`src/rtl/mips_pkg.sv`:
```
// Shared encodings for the multicycle MIPS control FSM: states, opcodes, ALU classes.
package mips_pkg;

  typedef enum logic [3:0] {
    S_FETCH    = 4'd0,
    S_DECODE   = 4'd1,
    S_MEM_ADDR = 4'd2,
    S_MEM_RD   = 4'd3,
    S_MEM_WB   = 4'd4,
    S_MEM_WR   = 4'd5,
    S_EXEC_R   = 4'd6,
    S_R_WB     = 4'd7,
    S_EXEC_I   = 4'd8,
    S_I_WB     = 4'd9,
    S_BRANCH   = 4'd10,
    S_JUMP     = 4'd11,
    S_TRAP     = 4'd12,
    S_JAL      = 4'd13
  } state_e;

  localparam logic [5:0] OP_RTYPE = 6'b000000;
  localparam logic [5:0] OP_LW    = 6'b100011;
  localparam logic [5:0] OP_SW    = 6'b101011;
  localparam logic [5:0] OP_ADDI  = 6'b001000;
  localparam logic [5:0] OP_BEQ   = 6'b000100;
  localparam logic [5:0] OP_J     = 6'b000010;
  localparam logic [5:0] OP_JAL   = 6'b000011;

  localparam logic [1:0] ALU_ADD   = 2'b00;
  localparam logic [1:0] ALU_SUB   = 2'b01;
  localparam logic [1:0] ALU_FUNCT = 2'b10;

  localparam int WAIT_CNT_W = 8;

  function automatic logic is_wait_state(state_e s);
    return (s == S_FETCH) || (s == S_MEM_RD) || (s == S_MEM_WR);
  endfunction

endpackage

```
`src/rtl/mips_mc_control_if.sv`:
```
// Controller <-> datapath/memory bundle; master is the control FSM, slave the datapath side.
interface mips_mc_control_if #(parameter int PC_W = 16);
  logic [5:0]      opcode;
  logic [25:0]     jtarget;
  logic [PC_W-1:0] alu_result;
  logic            zero;
  logic            mem_ready;
  logic [PC_W-1:0] pc;
  logic            ir_write, mem_read, mem_write, i_or_d;
  logic            reg_write, reg_dst, mem_to_reg, alu_src_a;
  logic [1:0]      alu_src_b, alu_op;
  logic [3:0]      state;
  logic            trap;

  modport master (
    input  opcode, jtarget, alu_result, zero, mem_ready,
    output pc, ir_write, mem_read, mem_write, i_or_d, reg_write, reg_dst,
           mem_to_reg, alu_src_a, alu_src_b, alu_op, state, trap
  );

  modport slave (
    output opcode, jtarget, alu_result, zero, mem_ready,
    input  pc, ir_write, mem_read, mem_write, i_or_d, reg_write, reg_dst,
           mem_to_reg, alu_src_a, alu_src_b, alu_op, state, trap
  );
endinterface

```
`src/rtl/mips_wait_timer.sv`:
```
// Memory-wait counter: clears whenever the handshake completes or no wait is pending.
module mips_wait_timer
  import mips_pkg::*;
#(
  parameter int WAIT_MAX = 15
) (
  input  logic clk,
  input  logic rst_n,
  input  logic active,
  input  logic ready,
  output logic timeout
);

  logic [WAIT_CNT_W-1:0] cnt_q, cnt_d;

  always_comb begin
    cnt_d = '0;
    if (active && !ready) cnt_d = cnt_q + WAIT_CNT_W'(1);
  end

  always_ff @(posedge clk or negedge rst_n) begin
    if (!rst_n) cnt_q <= '0;
    else        cnt_q <= cnt_d;
  end

  // ready on the terminal cycle wins over the timeout
  assign timeout = active && !ready && (cnt_q == WAIT_CNT_W'(WAIT_MAX));

endmodule

```
`src/rtl/mips_mc_control.sv`:
```
// Multicycle MIPS control FSM with memory-wait timeout trap.
// Optional JAL support is built when MIPS_MC_JAL_EN is defined.
//
// state    | meaning
// FETCH    | read instruction, pc += 4 on mem_ready
// DECODE   | branch on opcode
// MEM_ADDR | compute lw/sw address
// MEM_RD   | data read, wait for mem_ready
// MEM_WB   | load result to register file
// MEM_WR   | data write, wait for mem_ready
// EXEC_R   | R-type ALU op
// R_WB     | R-type writeback (rd)
// EXEC_I   | addi ALU op
// I_WB     | addi writeback (rt)
// BRANCH   | beq compare, load target on zero
// JUMP     | pseudo-direct jump
// JAL      | link write of pc, then JUMP
// TRAP     | absorbing fault
module mips_mc_control
  import mips_pkg::*;
#(
  parameter int PC_W     = 16,
  parameter int WAIT_MAX = 15
) (
  input logic                clk,
  input logic                reset,
  mips_mc_control_if.master  bus
);

  state_e          state_q, state_d;
  logic [PC_W-1:0] pc_q, pc_d;
  logic            is_sw_q, is_sw_d;
  logic            run_q, run_d;
  logic            timeout;
  logic [27:0]     jaddr;
  logic [PC_W-1:0] jump_pc;

  assign jaddr = {bus.jtarget, 2'b00};

  if (PC_W > 28) begin : g_jseg
    assign jump_pc = {pc_q[PC_W-1:28], jaddr};
  end else begin : g_jtrunc
    assign jump_pc = jaddr[PC_W-1:0];
  end

  mips_wait_timer #(.WAIT_MAX(WAIT_MAX)) u_wait_timer (
    .clk     (clk),
    .rst_n   (reset),
    .active  (run_q && is_wait_state(state_q)),
    .ready   (bus.mem_ready),
    .timeout (timeout)
  );

  // run_q holds everything idle for the first clock after reset release
  always_ff @(posedge clk or negedge reset) begin
    if (!reset) begin
      state_q <= S_FETCH;
      pc_q    <= '0;
      is_sw_q <= 1'b0;
      run_q   <= 1'b0;
    end else begin
      state_q <= state_d;
      pc_q    <= pc_d;
      is_sw_q <= is_sw_d;
      run_q   <= run_d;
    end
  end

  always_comb begin
    state_d        = state_q;
    pc_d           = pc_q;
    is_sw_d        = is_sw_q;
    run_d          = 1'b1;
    bus.ir_write   = 1'b0;
    bus.mem_read   = 1'b0;
    bus.mem_write  = 1'b0;
    bus.i_or_d     = 1'b0;
    bus.reg_write  = 1'b0;
    bus.reg_dst    = 1'b0;
    bus.mem_to_reg = 1'b0;
    bus.alu_src_a  = 1'b0;
    bus.alu_src_b  = 2'b00;
    bus.alu_op     = ALU_ADD;
    if (run_q) begin
      case (state_q)
        S_FETCH: begin
          bus.mem_read  = 1'b1;
          bus.alu_src_b = 2'b01;
          if (bus.mem_ready) begin
            bus.ir_write = 1'b1;
            pc_d         = pc_q + PC_W'(4);
            state_d      = S_DECODE;
          end else if (timeout) begin
            state_d = S_TRAP;
          end
        end
        S_DECODE: begin
          bus.alu_src_b = 2'b11;
          case (bus.opcode)
            OP_RTYPE: state_d = S_EXEC_R;
            OP_LW:    begin state_d = S_MEM_ADDR; is_sw_d = 1'b0; end
            OP_SW:    begin state_d = S_MEM_ADDR; is_sw_d = 1'b1; end
            OP_ADDI:  state_d = S_EXEC_I;
            OP_BEQ:   state_d = S_BRANCH;
            OP_J:     state_d = S_JUMP;
`ifdef MIPS_MC_JAL_EN
            OP_JAL:   state_d = S_JAL;
`endif
            default:  state_d = S_TRAP;
          endcase
        end
        S_MEM_ADDR: begin
          bus.alu_src_a = 1'b1;
          bus.alu_src_b = 2'b10;
          state_d       = is_sw_q ? S_MEM_WR : S_MEM_RD;
        end
        S_MEM_RD: begin
          bus.mem_read = 1'b1;
          bus.i_or_d   = 1'b1;
          if (bus.mem_ready) state_d = S_MEM_WB;
          else if (timeout)  state_d = S_TRAP;
        end
        S_MEM_WB: begin
          bus.reg_write  = 1'b1;
          bus.mem_to_reg = 1'b1;
          state_d        = S_FETCH;
        end
        S_MEM_WR: begin
          bus.mem_write = 1'b1;
          bus.i_or_d    = 1'b1;
          if (bus.mem_ready) state_d = S_FETCH;
          else if (timeout)  state_d = S_TRAP;
        end
        S_EXEC_R: begin
          bus.alu_src_a = 1'b1;
          bus.alu_op    = ALU_FUNCT;
          state_d       = S_R_WB;
        end
        S_R_WB: begin
          bus.reg_write = 1'b1;
          bus.reg_dst   = 1'b1;
          state_d       = S_FETCH;
        end
        S_EXEC_I: begin
          bus.alu_src_a = 1'b1;
          bus.alu_src_b = 2'b10;
          state_d       = S_I_WB;
        end
        S_I_WB: begin
          bus.reg_write = 1'b1;
          state_d       = S_FETCH;
        end
        S_BRANCH: begin
          bus.alu_src_a = 1'b1;
          bus.alu_op    = ALU_SUB;
          if (bus.zero) pc_d = bus.alu_result;
          state_d = S_FETCH;
        end
        S_JUMP: begin
          pc_d    = jump_pc;
          state_d = S_FETCH;
        end
`ifdef MIPS_MC_JAL_EN
        // pc already points past the jal, so the datapath links it as-is
        S_JAL: begin
          bus.reg_write = 1'b1;
          state_d       = S_JUMP;
        end
`endif
        default: state_d = S_TRAP;
      endcase
    end
  end

  assign bus.pc    = pc_q;
  assign bus.state = state_q;
  assign bus.trap  = (state_q == S_TRAP);

endmodule
```
`src/flat_wrapper.sv`:
```
// flat-port wrapper written by rule: the top's interface ports become plain ports
module mips_mc_control_flat import mips_pkg::*;
#(
  parameter int PC_W     = 16,
  parameter int WAIT_MAX = 15
)
  (clk, reset, bus_opcode, bus_jtarget, bus_alu_result, bus_zero, bus_mem_ready, bus_pc, bus_ir_write, bus_mem_read, bus_mem_write, bus_i_or_d, bus_reg_write, bus_reg_dst, bus_mem_to_reg, bus_alu_src_a, bus_alu_src_b, bus_alu_op, bus_state, bus_trap);
  mips_mc_control_if #(.PC_W(PC_W)) bus_i ();
  input logic clk;
  input logic reset;
  input wire logic [$bits(bus_i.opcode)-1:0] bus_opcode;
  input wire logic [$bits(bus_i.jtarget)-1:0] bus_jtarget;
  input wire logic [$bits(bus_i.alu_result)-1:0] bus_alu_result;
  input wire logic [$bits(bus_i.zero)-1:0] bus_zero;
  input wire logic [$bits(bus_i.mem_ready)-1:0] bus_mem_ready;
  output wire logic [$bits(bus_i.pc)-1:0] bus_pc;
  output wire logic [$bits(bus_i.ir_write)-1:0] bus_ir_write;
  output wire logic [$bits(bus_i.mem_read)-1:0] bus_mem_read;
  output wire logic [$bits(bus_i.mem_write)-1:0] bus_mem_write;
  output wire logic [$bits(bus_i.i_or_d)-1:0] bus_i_or_d;
  output wire logic [$bits(bus_i.reg_write)-1:0] bus_reg_write;
  output wire logic [$bits(bus_i.reg_dst)-1:0] bus_reg_dst;
  output wire logic [$bits(bus_i.mem_to_reg)-1:0] bus_mem_to_reg;
  output wire logic [$bits(bus_i.alu_src_a)-1:0] bus_alu_src_a;
  output wire logic [$bits(bus_i.alu_src_b)-1:0] bus_alu_src_b;
  output wire logic [$bits(bus_i.alu_op)-1:0] bus_alu_op;
  output wire logic [$bits(bus_i.state)-1:0] bus_state;
  output wire logic [$bits(bus_i.trap)-1:0] bus_trap;
  assign bus_i.opcode = bus_opcode;
  assign bus_i.jtarget = bus_jtarget;
  assign bus_i.alu_result = bus_alu_result;
  assign bus_i.zero = bus_zero;
  assign bus_i.mem_ready = bus_mem_ready;
  assign bus_pc = bus_i.pc;
  assign bus_ir_write = bus_i.ir_write;
  assign bus_mem_read = bus_i.mem_read;
  assign bus_mem_write = bus_i.mem_write;
  assign bus_i_or_d = bus_i.i_or_d;
  assign bus_reg_write = bus_i.reg_write;
  assign bus_reg_dst = bus_i.reg_dst;
  assign bus_mem_to_reg = bus_i.mem_to_reg;
  assign bus_alu_src_a = bus_i.alu_src_a;
  assign bus_alu_src_b = bus_i.alu_src_b;
  assign bus_alu_op = bus_i.alu_op;
  assign bus_state = bus_i.state;
  assign bus_trap = bus_i.trap;
  mips_mc_control #(.PC_W(PC_W), .WAIT_MAX(WAIT_MAX)) u_core (.clk(clk), .reset(reset), .bus(bus_i));
endmodule
```
`config.mk`:
```
export PLATFORM = sky130hd
export DESIGN_NAME = mips_mc_control_flat
export DESIGN_NICKNAME = d
export VERILOG_FILES = /design/src/rtl/mips_pkg.sv /design/src/rtl/mips_mc_control_if.sv /design/src/rtl/mips_wait_timer.sv /design/src/rtl/mips_mc_control.sv /design/src/flat_wrapper.sv
export SDC_FILE = /design/constraint.sdc
export NUM_CORES = 1
export LEC_CHECK = 0
export CORE_ASPECT_RATIO = 1.75
export CORE_MARGIN = 3
export CORE_UTILIZATION = 25
export DETAILED_ROUTE_END_ITERATION = 8
export GPL_ROUTABILITY_DRIVEN = 0
export PLACE_DENSITY_LB_ADDON = 0.2
export SLEW_MARGIN = 20
export SYNTH_ARGS = -nofsm -noshare
export SYNTH_HDL_FRONTEND = slang
export SYNTH_HIERARCHICAL = 1
export SYNTH_SLANG_ARGS = --single-unit
```
`constraint.sdc`:
```
create_clock -name clk -period 4.9 [get_ports clk]
set_input_delay 0.49 -clock clk [delete_from_list [all_inputs] [get_ports clk]]
set_output_delay 0.49 -clock clk [all_outputs]
set_load 0.05 [all_outputs]
```
==> results of run 1 <==
==> metal layers <==
metal | up-vias | GRT usage (%) | share of wire, % | routed length, µm
met5 | - | 0 | 0 | 0
met4 | 0 | 5.76 | 1.8 | 120
met3 | 7 | 3.64 | 5.9 | 393
met2 | 79 | 25.4 | 52 | 3480
met1 | 1012 | 15.3 | 40 | 2690
li1 | 1088 | - | - | -
==> path summary, 6_finish.rpt <==
| kind | cells past startpoint | endpoint | startpoint |
|---|---|---|---|
| max | 12 | u_core/bus.state[2] | u_core/bus.state[2] |
| min | 1 | u_core/u_wait_timer/cnt_q[0] | u_core/u_wait_timer/cnt_q[0] |
| max reg2reg | 12 | u_core/bus.state[2] | u_core/bus.state[2] |
| min reg2reg | 1 | u_core/u_wait_timer/cnt_q[0] | u_core/u_wait_timer/cnt_q[0] |
| max in group asynchronous | 2 | u_core/bus.state[3] | reset |
| min in group asynchronous | 2 | u_core/bus.pc[8] | reset |
==> sequential cells by signal, indices dropped and copies added, names as in the netlist <==
name                       count
u_core/bus.pc                 16
u_core/u_wait_timer/cnt_q      8
u_core/bus.state               4
u_core/is_sw_q                 1
u_core/run_q                   1
==> logic make-up (layout without fill, tap and decap cells) <==
kind of cell    count (synthesis)  count (layout)  synth area share [%]
fa+ha+maj                       2               2                  1.16
compound gates                 82              82                  24.1
mux                             2               2                 0.989
xor+xnor                        6               6                  2.44
flops                          30              30                  34.9
buf+inv                        24              90                  6.28
other cells                     1               1                 0.174
simple gates                  116             116                  30.0
==> through the flow <==
step | worst slack (ns) | instance area (µm²) | util [%]
3_5_place_dp | 1.63 | 2930 | 35.2
6_report | 1.66 | 3080 | 37.0
5_1_grt | 1.27 | 3080 | 37.0
4_1_cts | 1.63 | 3070 | 37.0
2_1_floorplan | 0.779 | 2150 | -
3_3_place_gp | 1.67 | 2930 | 35.2
==> layout make-up <==
cell class                 instances  area (µm²)
sequential                        30         751
timing repair buffer              74         736
fill                             882        5240
multi-input combinational        209        1270
tap                              115         144
clock inverter                     1        5.00
clock buffer                       7         143
inverter                           8        30.0
==> worst max-delay path, stage by stage, from the launching register on <==
cell and delay, ns:
dfrtp_1 0.77, nor2b_1 0.16, nor3_1 0.21, a21oi_1 0.06, nor3_1 0.33, nand2b_4 0.13, or4_4 0.49, nor3_2 0.26
nor2_1 0.11, nor3b_1 0.18, o21ai_0 0.10, a21o_1 0.18, a41oi_1 0.17
==> power groups by stage <==
stage / logic [W] / registers (W) / clock network, W
after detailed placement: 0.0000950 / 0.000265 / 0
after CTS: 0.0000956 / 0.000260 / 0.000320
after global routing: 0.000102 / 0.000261 / 0.000327
after global placement: 0.0000949 / 0.000264 / 0
final: 0.0000945 / 0.000260 / 0.000309
after floorplan: 0.0000248 / 0.000279 / 0
==> placed cells by master (no fill, tap or decap), drive strengths merged, types with 4 or more instances in the layout <==
master	synthesis	layout
a21o	4	4
a21oi	19	19
inv	8	8
nor3b	5	5
nand2b	7	7
nand3	9	9
clkdlybuf4s50	0	72
dfrtp	30	30
o21ai	25	25
clkbuf	2	7
and3	4	4
a31oi	7	7
nor2b	5	5
a221oi	5	5
nand2	16	16
nor3	14	14
nor2	37	37
==> flow_metrics.env, run 1 <==
export IMPL_status="complete, no violations"
export IMPL_critPathArrivalTime_ns=3.43
export IMPL_ys_warn_count=6
export IMPL_hold_viol_final=0
export IMPL_swShare_pct=24.3
export IMPL_fin_cells=444
export IMPL_dr_first_iter_drc_count=63
export IMPL_clockPowerShare_pct=46.5
export IMPL_vias_per_cell=4.92
export IMPL_synth_common_cells="36 x nor2_1, 30 x dfrtp_1, 19 x a21oi_1"
export IMPL_ys_top_cells_by_area="dfrtp_1 35%, nor2_1 6.3%, a21oi_1 4.4%"
export IMPL_max_slew_worst_pin_slew_ns=0.821
export IMPL_relSlewSlack_pct=45.0
export IMPL_syn_inst=263
export IMPL_grt_pass1_vias=2194
export IMPL_ys_async_sr_fraction_pct=100
export IMPL_cp_max_fo=21
export IMPL_cap_viol_max_count=0
export IMPL_synth_seq_area_share_pct=34.9
export IMPL_r2r_setup_slack_ns=1.66
export IMPL_diodes=0
export IMPL_start_util_pct=25.9
export IMPL_p_sw_w=0.000161
export IMPL_clk_pin_slew_ns=0.05
export IMPL_comb_power_share_pct=14.2
export IMPL_seqPwrFrac_pct=39.2
export IMPL_grt_max_degree=31
export IMPL_tns_ns=0
export IMPL_syn_area_mm2=0.00215
export IMPL_yosys_cell_types_count=60
export IMPL_ant_nets=0
export IMPL_clkSinkCount=30
export IMPL_ys_ff_latch=30
export IMPL_min_path_type="flip-flop to flip-flop"
export IMPL_hold_buffers=0
export IMPL_core_area_mm2=0.00831
export IMPL_avgSynthCellArea_um2=8.18
export IMPL_worst_setup_path_end_kind="flip-flop"
export IMPL_p_total_w=0.000663
export IMPL_track_usage_pct=13.9
export IMPL_cts_tree="done"
export IMPL_synthFlopType="dfrtp_1"
export IMPL_yosysMostFrequentCell="nor2_1"
export IMPL_io_pins=85
export IMPL_critPathRequiredTime_ns=5.09
export IMPL_portBuffers=72
export IMPL_dieArea_mm2=0.00980
export IMPL_die_w_um=76.1
export IMPL_yosys_area_top_type="dfrtp_1"
export IMPL_p_leak_nw=1.14
export IMPL_rsz0062_at_grt="false"
export IMPL_critical_path_class="flip-flop to flip-flop"
export IMPL_synth_nets=317
export IMPL_max_clock_freq_ghz=0.309
export IMPL_drc=0
export IMPL_layout_drive_gt1_share_pct=7.60
export IMPL_root_buffer="clkbuf_16"
export IMPL_cts_setup_buffers=0
export IMPL_via_count=2186
export IMPL_h_tree_depth=2
export IMPL_p_int_w=0.000502
export IMPL_overflow=0
export IMPL_worstSetupStartpointType="flip-flop"
export IMPL_area_growth_pct=43.0
export IMPL_wire_per_inst_um=15.0
export IMPL_synth_edf_count=0
export IMPL_peakVddDrop_mv=0.103
export IMPL_fin_crit_sh_pct=66.1
export IMPL_fin_hold_ws_ns=0.494
export IMPL_skew_ns=0.00305
export IMPL_min_period_ns=3.24
export IMPL_dpl_hpwl_mm=5.08
export IMPL_synth_top_area_share_pct=34.9
export IMPL_placedCellCount=436
export IMPL_die_h_um=129
export IMPL_slew_viol_final=0
export IMPL_setup_viol=0
export IMPL_rows=44
export IMPL_nets=382
export IMPL_antenna_found_initial=0
export IMPL_routed_wl_mm=6.68
export IMPL_firstDrtPassIters=5
export IMPL_clockBufferDepth=2
export IMPL_grt_pass1_wl_mm=11.0
export IMPL_power_density_mw_per_mm2=216
export IMPL_cts_buffers=5
export IMPL_cts_resized=0
export IMPL_clk_latency_ns=0.27
Power figures use the tool's default switching activity.
==> run 2: changes to the inputs <==
- clock period: 4.9 -> 3.1 ns (I/O delays scaled with it)
==> run 2 against run 1 <==
Compared with the run above: design area grew 2.0%; power rose by 60%; final cell count is 1.4% higher; critical path type unchanged; critical endpoint unchanged; largest power group unchanged.
==> flow_metrics.env, run 2 (synthesized netlist as in run 1, its figures left out) <==
export IMPL_vias_per_cell=4.97
export IMPL_largest_reg_flops=16
export IMPL_grt_busiest_layer="met2"
export IMPL_tns_ns=0
export IMPL_dpl_hpwl_mm=5.25
export IMPL_status="complete, no violations"
export IMPL_peakVddDrop_mv=0.188
export IMPL_root_buffer="clkbuf_16"
export IMPL_max_clock_freq_ghz=0.369
export IMPL_hold_buffers=0
export IMPL_worstSetupStartpointType="flip-flop"
export IMPL_diodes=0
export IMPL_firstDrtPassIters=4
export IMPL_dieArea_mm2=0.00980
export IMPL_clk_latency_ns=0.28
export IMPL_via_count=2235
export IMPL_place_area_mm2=0.00298
export IMPL_critical_path_class="flip-flop to flip-flop"
export IMPL_fillerInstances=868
export IMPL_fin_crit_sh_pct=87.4
export IMPL_critPathRequiredTime_ns=3.29
export IMPL_final_cell_mix="72 x clkdlybuf4s50_1, 35 x nor2_1, 30 x dfrtp_1"
export IMPL_clkSinkCount=30
export IMPL_io_pins=85
export IMPL_clk_pin_slew_ns=0.06
export IMPL_die_w_um=76.1
export IMPL_min_path_type="input pin to asynchronous set/reset pin"
export IMPL_critical_path_slowest_cell="or4_4"
export IMPL_cts_resized=0
export IMPL_final_common_cell="clkdlybuf4s50_1"
export IMPL_overflow=0
export IMPL_power_density_mw_per_mm2=338
export IMPL_path_delay_family="simple AND/OR/NAND/NOR gates"
export IMPL_setup_viol=0
export IMPL_relSlewSlack_pct=45.3
export IMPL_grt_max_degree=31
export IMPL_die_h_um=129
export IMPL_drc=0
export IMPL_routed_wl_mm=6.86
export IMPL_max_slew_worst_pin_slew_ns=0.818
export IMPL_rows=44
export IMPL_fin_area_mm2=0.00314
export IMPL_ant_nets=0
export IMPL_met3_usage_pct=3.92
export IMPL_h_tree_depth=2
export IMPL_rsz0062_at_grt="false"
export IMPL_cts_buffers=5
export IMPL_antenna_found_initial=0
export IMPL_cap_viol_max_count=0
export IMPL_track_usage_pct=14.2
export IMPL_cp_max_fo=8
export IMPL_skew_ns=0.00524
export IMPL_crit_buf_inv=0
export IMPL_layout_drive_gt1_share_pct=10.1
export IMPL_portBuffers=72
export IMPL_worst_setup_path_end_kind="flip-flop"
export IMPL_globalRouteMet2Util_pct=26.4
export IMPL_wire_per_inst_um=15.2
export IMPL_start_util_pct=25.9
export IMPL_critPathArrivalTime_ns=2.90
export IMPL_crit_chain="nor2b_1 -> nor3_1 -> a21oi_1 -> nor3_2 -> nand2b_4 -> or4_4 -> nor3_2 -> nor2_1 -> nor3b_1 -> o21ai_0 -> a21o_1 -> a41oi_1"
export IMPL_grt_pass1_vias=2182
export IMPL_cts_tree="done"
export IMPL_slew_viol_final=0
export IMPL_crit_reg2reg_launch="u_core/bus.state[0]"
export IMPL_crit_start="u_core/bus.state[0]"
export IMPL_grtUsageMet1_pct=14.9
export IMPL_area_growth_pct=45.8
export IMPL_clockBufferDepth=2
export IMPL_min_period_ns=2.71
export IMPL_dr_first_iter_drc_count=111
export IMPL_grt_pass1_wl_mm=11.1
export IMPL_hold_viol_final=0
export IMPL_p_leak_nw=1.16
export IMPL_core_area_mm2=0.00831
export IMPL_cts_setup_buffers=0
export IMPL_nets=388
export IMPL_utilization_pct=37.7
export IMPL_crit_top_cell="nor3_2"
export IMPL_cpPeakStageDelay_ns=0.49
## run 2: worst paths after layout
| path | endpoint | slack (ns) | cells after the start |
|---|---|---|---|
| setup / recovery | u_core/bus.state[2] | 0.39 | 12 |
| hold / removal | u_core/bus.pc[8] | 0.43 | 2 |
| setup reg to reg | u_core/bus.state[2] | 0.39 | 12 |
| hold reg to reg | u_core/u_wait_timer/cnt_q[0] | 0.50 | 1 |
| max in group asynchronous | u_core/bus.pc[14] | 2.36 | 2 |
| min in group clk | u_core/u_wait_timer/cnt_q[0] | 0.50 | 1 |
## run 2: report_power, final
part / internal (W) / switching [W] / total (W)
Combinational: 0.0000772 / 0.0000775 / 0.000155
Clock: 0.000317 / 0.000178 / 0.000495
Sequential: 0.000400 / 0.00000872 / 0.000409
Total: 0.000795 / 0.000264 / 0.00106
## run 2: final cells by class
class                   instances  area (µm²)  share of cell area [%]
inverters                       8        30.0                   0.958
clock inverters                 2        12.5                   0.399
flip-flops and latches         30         751                    23.9
multi-input cells             209        1280                    40.8
clock buffers                   6         139                    4.43
well taps                     115         144                    4.59
repair buffers                 80         781                    24.9
## run 2: routing by layer
layer | wire, µm | vias to the layer above
met3 | 411 | 8
met4 | 108 | 0
met1 | 2740 | 1058
met2 | 3600 | 69
li1 | - | 1100
met5 | 0 | -
## run 2: metrics by stage
step | power (W) | hold slack [ns] | worst slack [ns] | std cells
after detailed placement | 0.000572 | 0.487 | 0.356 | 442
after floorplan | 0.000480 | 0.0144 | 0.0344 | 263
after CTS | 0.00108 | 0.452 | 0.345 | 450
final | 0.00106 | 0.435 | 0.391 | 450
after global placement | 0.000571 | 0.478 | 0.364 | 442
after global routing | 0.00110 | 0.480 | 0.156 | 450
==> run 3: changes to the inputs <==
- CELL_PAD_IN_SITES_DETAIL_PLACEMENT: unset -> 1
- CELL_PAD_IN_SITES_GLOBAL_PLACEMENT: unset -> 2
- CORE_UTILIZATION: 25 -> 24
- CTS_CLUSTER_SIZE: unset -> 24
==> run 3 against run 2 <==
Compared with the run above: clock power shrank 1%; power shrank 0.36%; hold slack gained 0.020 ns; non-clock buffer count grew 4; count of clock-buffer cells in the layout grew 1; via count grew 0.89%; sequential share of layout area shrank 0.20 points; die area grew 3.9%; register-to-register slack lost 0.06 ns; fmax shrank 2.0%; utilization shrank 1.5 points.
==> flow_metrics.env, run 3 (synthesized netlist as in run 1, its figures left out) <==
export IMPL_clk_pin_slew_ns=0.05
export IMPL_vias_per_cell=4.95
export IMPL_min_path_type="input pin to asynchronous set/reset pin"
export IMPL_power_density_mw_per_mm2=334
export IMPL_grt_max_degree=31
export IMPL_largest_reg_flops=16
export IMPL_dr_first_iter_drc_count=87
export IMPL_cts_setup_buffers=0
export IMPL_area_growth_pct=47.0
export IMPL_p_int_w=0.000797
export IMPL_routed_wl_mm=7.63
export IMPL_min_period_ns=2.76
export IMPL_swShare_pct=24.5
export IMPL_fillerInstances=1037
export IMPL_critical_path_class="flip-flop to flip-flop"
export IMPL_dieArea_mm2=0.0102
export IMPL_clk_latency_ns=0.28
export IMPL_worst_setup_path_end_kind="flip-flop"
export IMPL_cap_viol_max_count=0
export IMPL_tns_ns=0
export IMPL_cts_tree="done"
export IMPL_cts_resized=0
export IMPL_antenna_found_initial=0
export IMPL_fin_crit_sh_pct=89.2
export IMPL_hold_buffers=0
export IMPL_final_common_cell="clkdlybuf4s50_1"
export IMPL_p_leak_nw=1.19
export IMPL_start_util_pct=24.6
export IMPL_worstSetupStartpointType="flip-flop"
export IMPL_wire_per_inst_um=16.7
export IMPL_grt_pass1_wl_mm=12.5
export IMPL_nets=392
export IMPL_ant_nets=0
export IMPL_cts_buffers=5
export IMPL_critPathRequiredTime_ns=3.29
export IMPL_clockPowerShare_pct=46.3
export IMPL_clockBufferDepth=2
export IMPL_path_delay_family="simple AND/OR/NAND/NOR gates"
export IMPL_die_h_um=131
export IMPL_fin_hold_ws_ns=0.454
export IMPL_comb_power_share_pct=14.9
export IMPL_final_cell_mix="72 x clkdlybuf4s50_1, 36 x nor2_1, 30 x dfrtp_1"
export IMPL_drc=0
export IMPL_crit_buf_inv=1
export IMPL_core_area_mm2=0.00873
export IMPL_clkSinkCount=30
export IMPL_die_w_um=77.6
export IMPL_seqPwrFrac_pct=38.8
export IMPL_root_buffer="clkbuf_16"
export IMPL_dpl_hpwl_mm=6.00
export IMPL_portBuffers=72
export IMPL_firstDrtPassIters=4
export IMPL_hold_viol_final=0
export IMPL_h_tree_depth=2
export IMPL_p_sw_w=0.000259
export IMPL_status="complete, no violations"
export IMPL_overflow=0
export IMPL_io_pins=85
export IMPL_diodes=0
export IMPL_layout_drive_gt1_share_pct=10.6
export IMPL_grt_pass1_vias=2453
export IMPL_max_slew_worst_pin_slew_ns=0.662
export IMPL_crit_top_cell="nor3_2"
export IMPL_max_clock_freq_ghz=0.362
export IMPL_slew_viol_final=0
export IMPL_via_count=2255
export IMPL_peakVddDrop_mv=0.181
export IMPL_setup_viol=0
export IMPL_skew_ns=0.00361
export IMPL_track_usage_pct=15.7
export IMPL_cpPeakStageDelay_ns=0.49
export IMPL_critical_path_slowest_cell="or4_4"
export IMPL_relSlewSlack_pct=55.8
export IMPL_rsz0062_at_grt="false"
export IMPL_cp_max_fo=11
export IMPL_rows=45
export IMPL_critPathArrivalTime_ns=2.96
export IMPL_crit_chain="buf_4 -> nor2b_1 -> nor3_1 -> a21oi_1 -> nor3_2 -> nand2b_4 -> or4_4 -> nor3_2 -> nor2_1 -> nor3b_1 -> o21ai_0 -> a21o_1 -> a41oi_1"
[run 3: layout make-up]
class	instances	area [µm²]	share of cell area, %
Clock buffer	7	143	4.51
Tap cell	117	146	4.63
Inverter	8	30.0	0.950
Timing Repair Buffer	84	811	25.6
Sequential cell	30	751	23.7
Multi-Input combinational cell	209	1280	40.4
Clock inverter	1	5.00	0.158
[run 3: power groups by stage]
stage | Sequential (W) | Clock [W] | Combinational [W]
5_1_grt | 0.000410 | 0.000529 | 0.000169
3_5_place_dp | 0.000416 | 0 | 0.000159
2_1_floorplan | 0.000440 | 0 | 0.0000398
6_report | 0.000409 | 0.000489 | 0.000158
3_3_place_gp | 0.000416 | 0 | 0.000158
4_1_cts | 0.000409 | 0.000511 | 0.000160
[run 3: through the flow]
stage	setup WS [ns]	power [W]	util (%)	instance area, µm²	std cells
4_1_cts	0.301	0.00108	36.2	3160	456
6_report	0.335	0.00106	36.2	3160	456
5_1_grt	0.114	0.00111	36.2	3160	456
3_3_place_gp	0.413	0.000573	34.5	3010	448
2_1_floorplan	0.0344	0.000480	-	2160	263
3_5_place_dp	0.323	0.000575	34.5	3010	448
[run 3: final timing paths]
| check | end | slack [ns] | depth (start not counted) | start |
|---|---|---|---|---|
| hold / removal | u_core/bus.pc[4] | 0.45 | 2 | reset |
| max in group asynchronous | u_core/bus.pc[6] | 2.33 | 2 | reset |
| setup reg to reg | u_core/bus.state[2] | 0.34 | 13 | u_core/bus.state[0] |
| min in group clk | u_core/u_wait_timer/cnt_q[0] | 0.50 | 1 | u_core/u_wait_timer/cnt_q[0] |
| hold reg to reg | u_core/u_wait_timer/cnt_q[0] | 0.50 | 1 | u_core/u_wait_timer/cnt_q[0] |
| setup / recovery | u_core/bus.state[2] | 0.34 | 13 | u_core/bus.state[0] |
[run 3: worst register-to-register path, delay by kind of cell (launching register included)]
family	cells	cell delay (ns)
simple gates	8	1.61
compound gates	4	0.50
flops	1	0.37
buf+inv	1	0.20
[run 3: layer usage]
layer | GRT usage [%] | wire (µm) | up-vias | share of wire [%]
li1 | - | - | 1103 | -
met1 | 16.3 | 3020 | 1082 | 40
met2 | 30.5 | 4220 | 61 | 55
met3 | 3.02 | 271 | 9 | 3.6
met4 | 5.05 | 119 | 0 | 1.6
met5 | 0 | 0 | - | 0
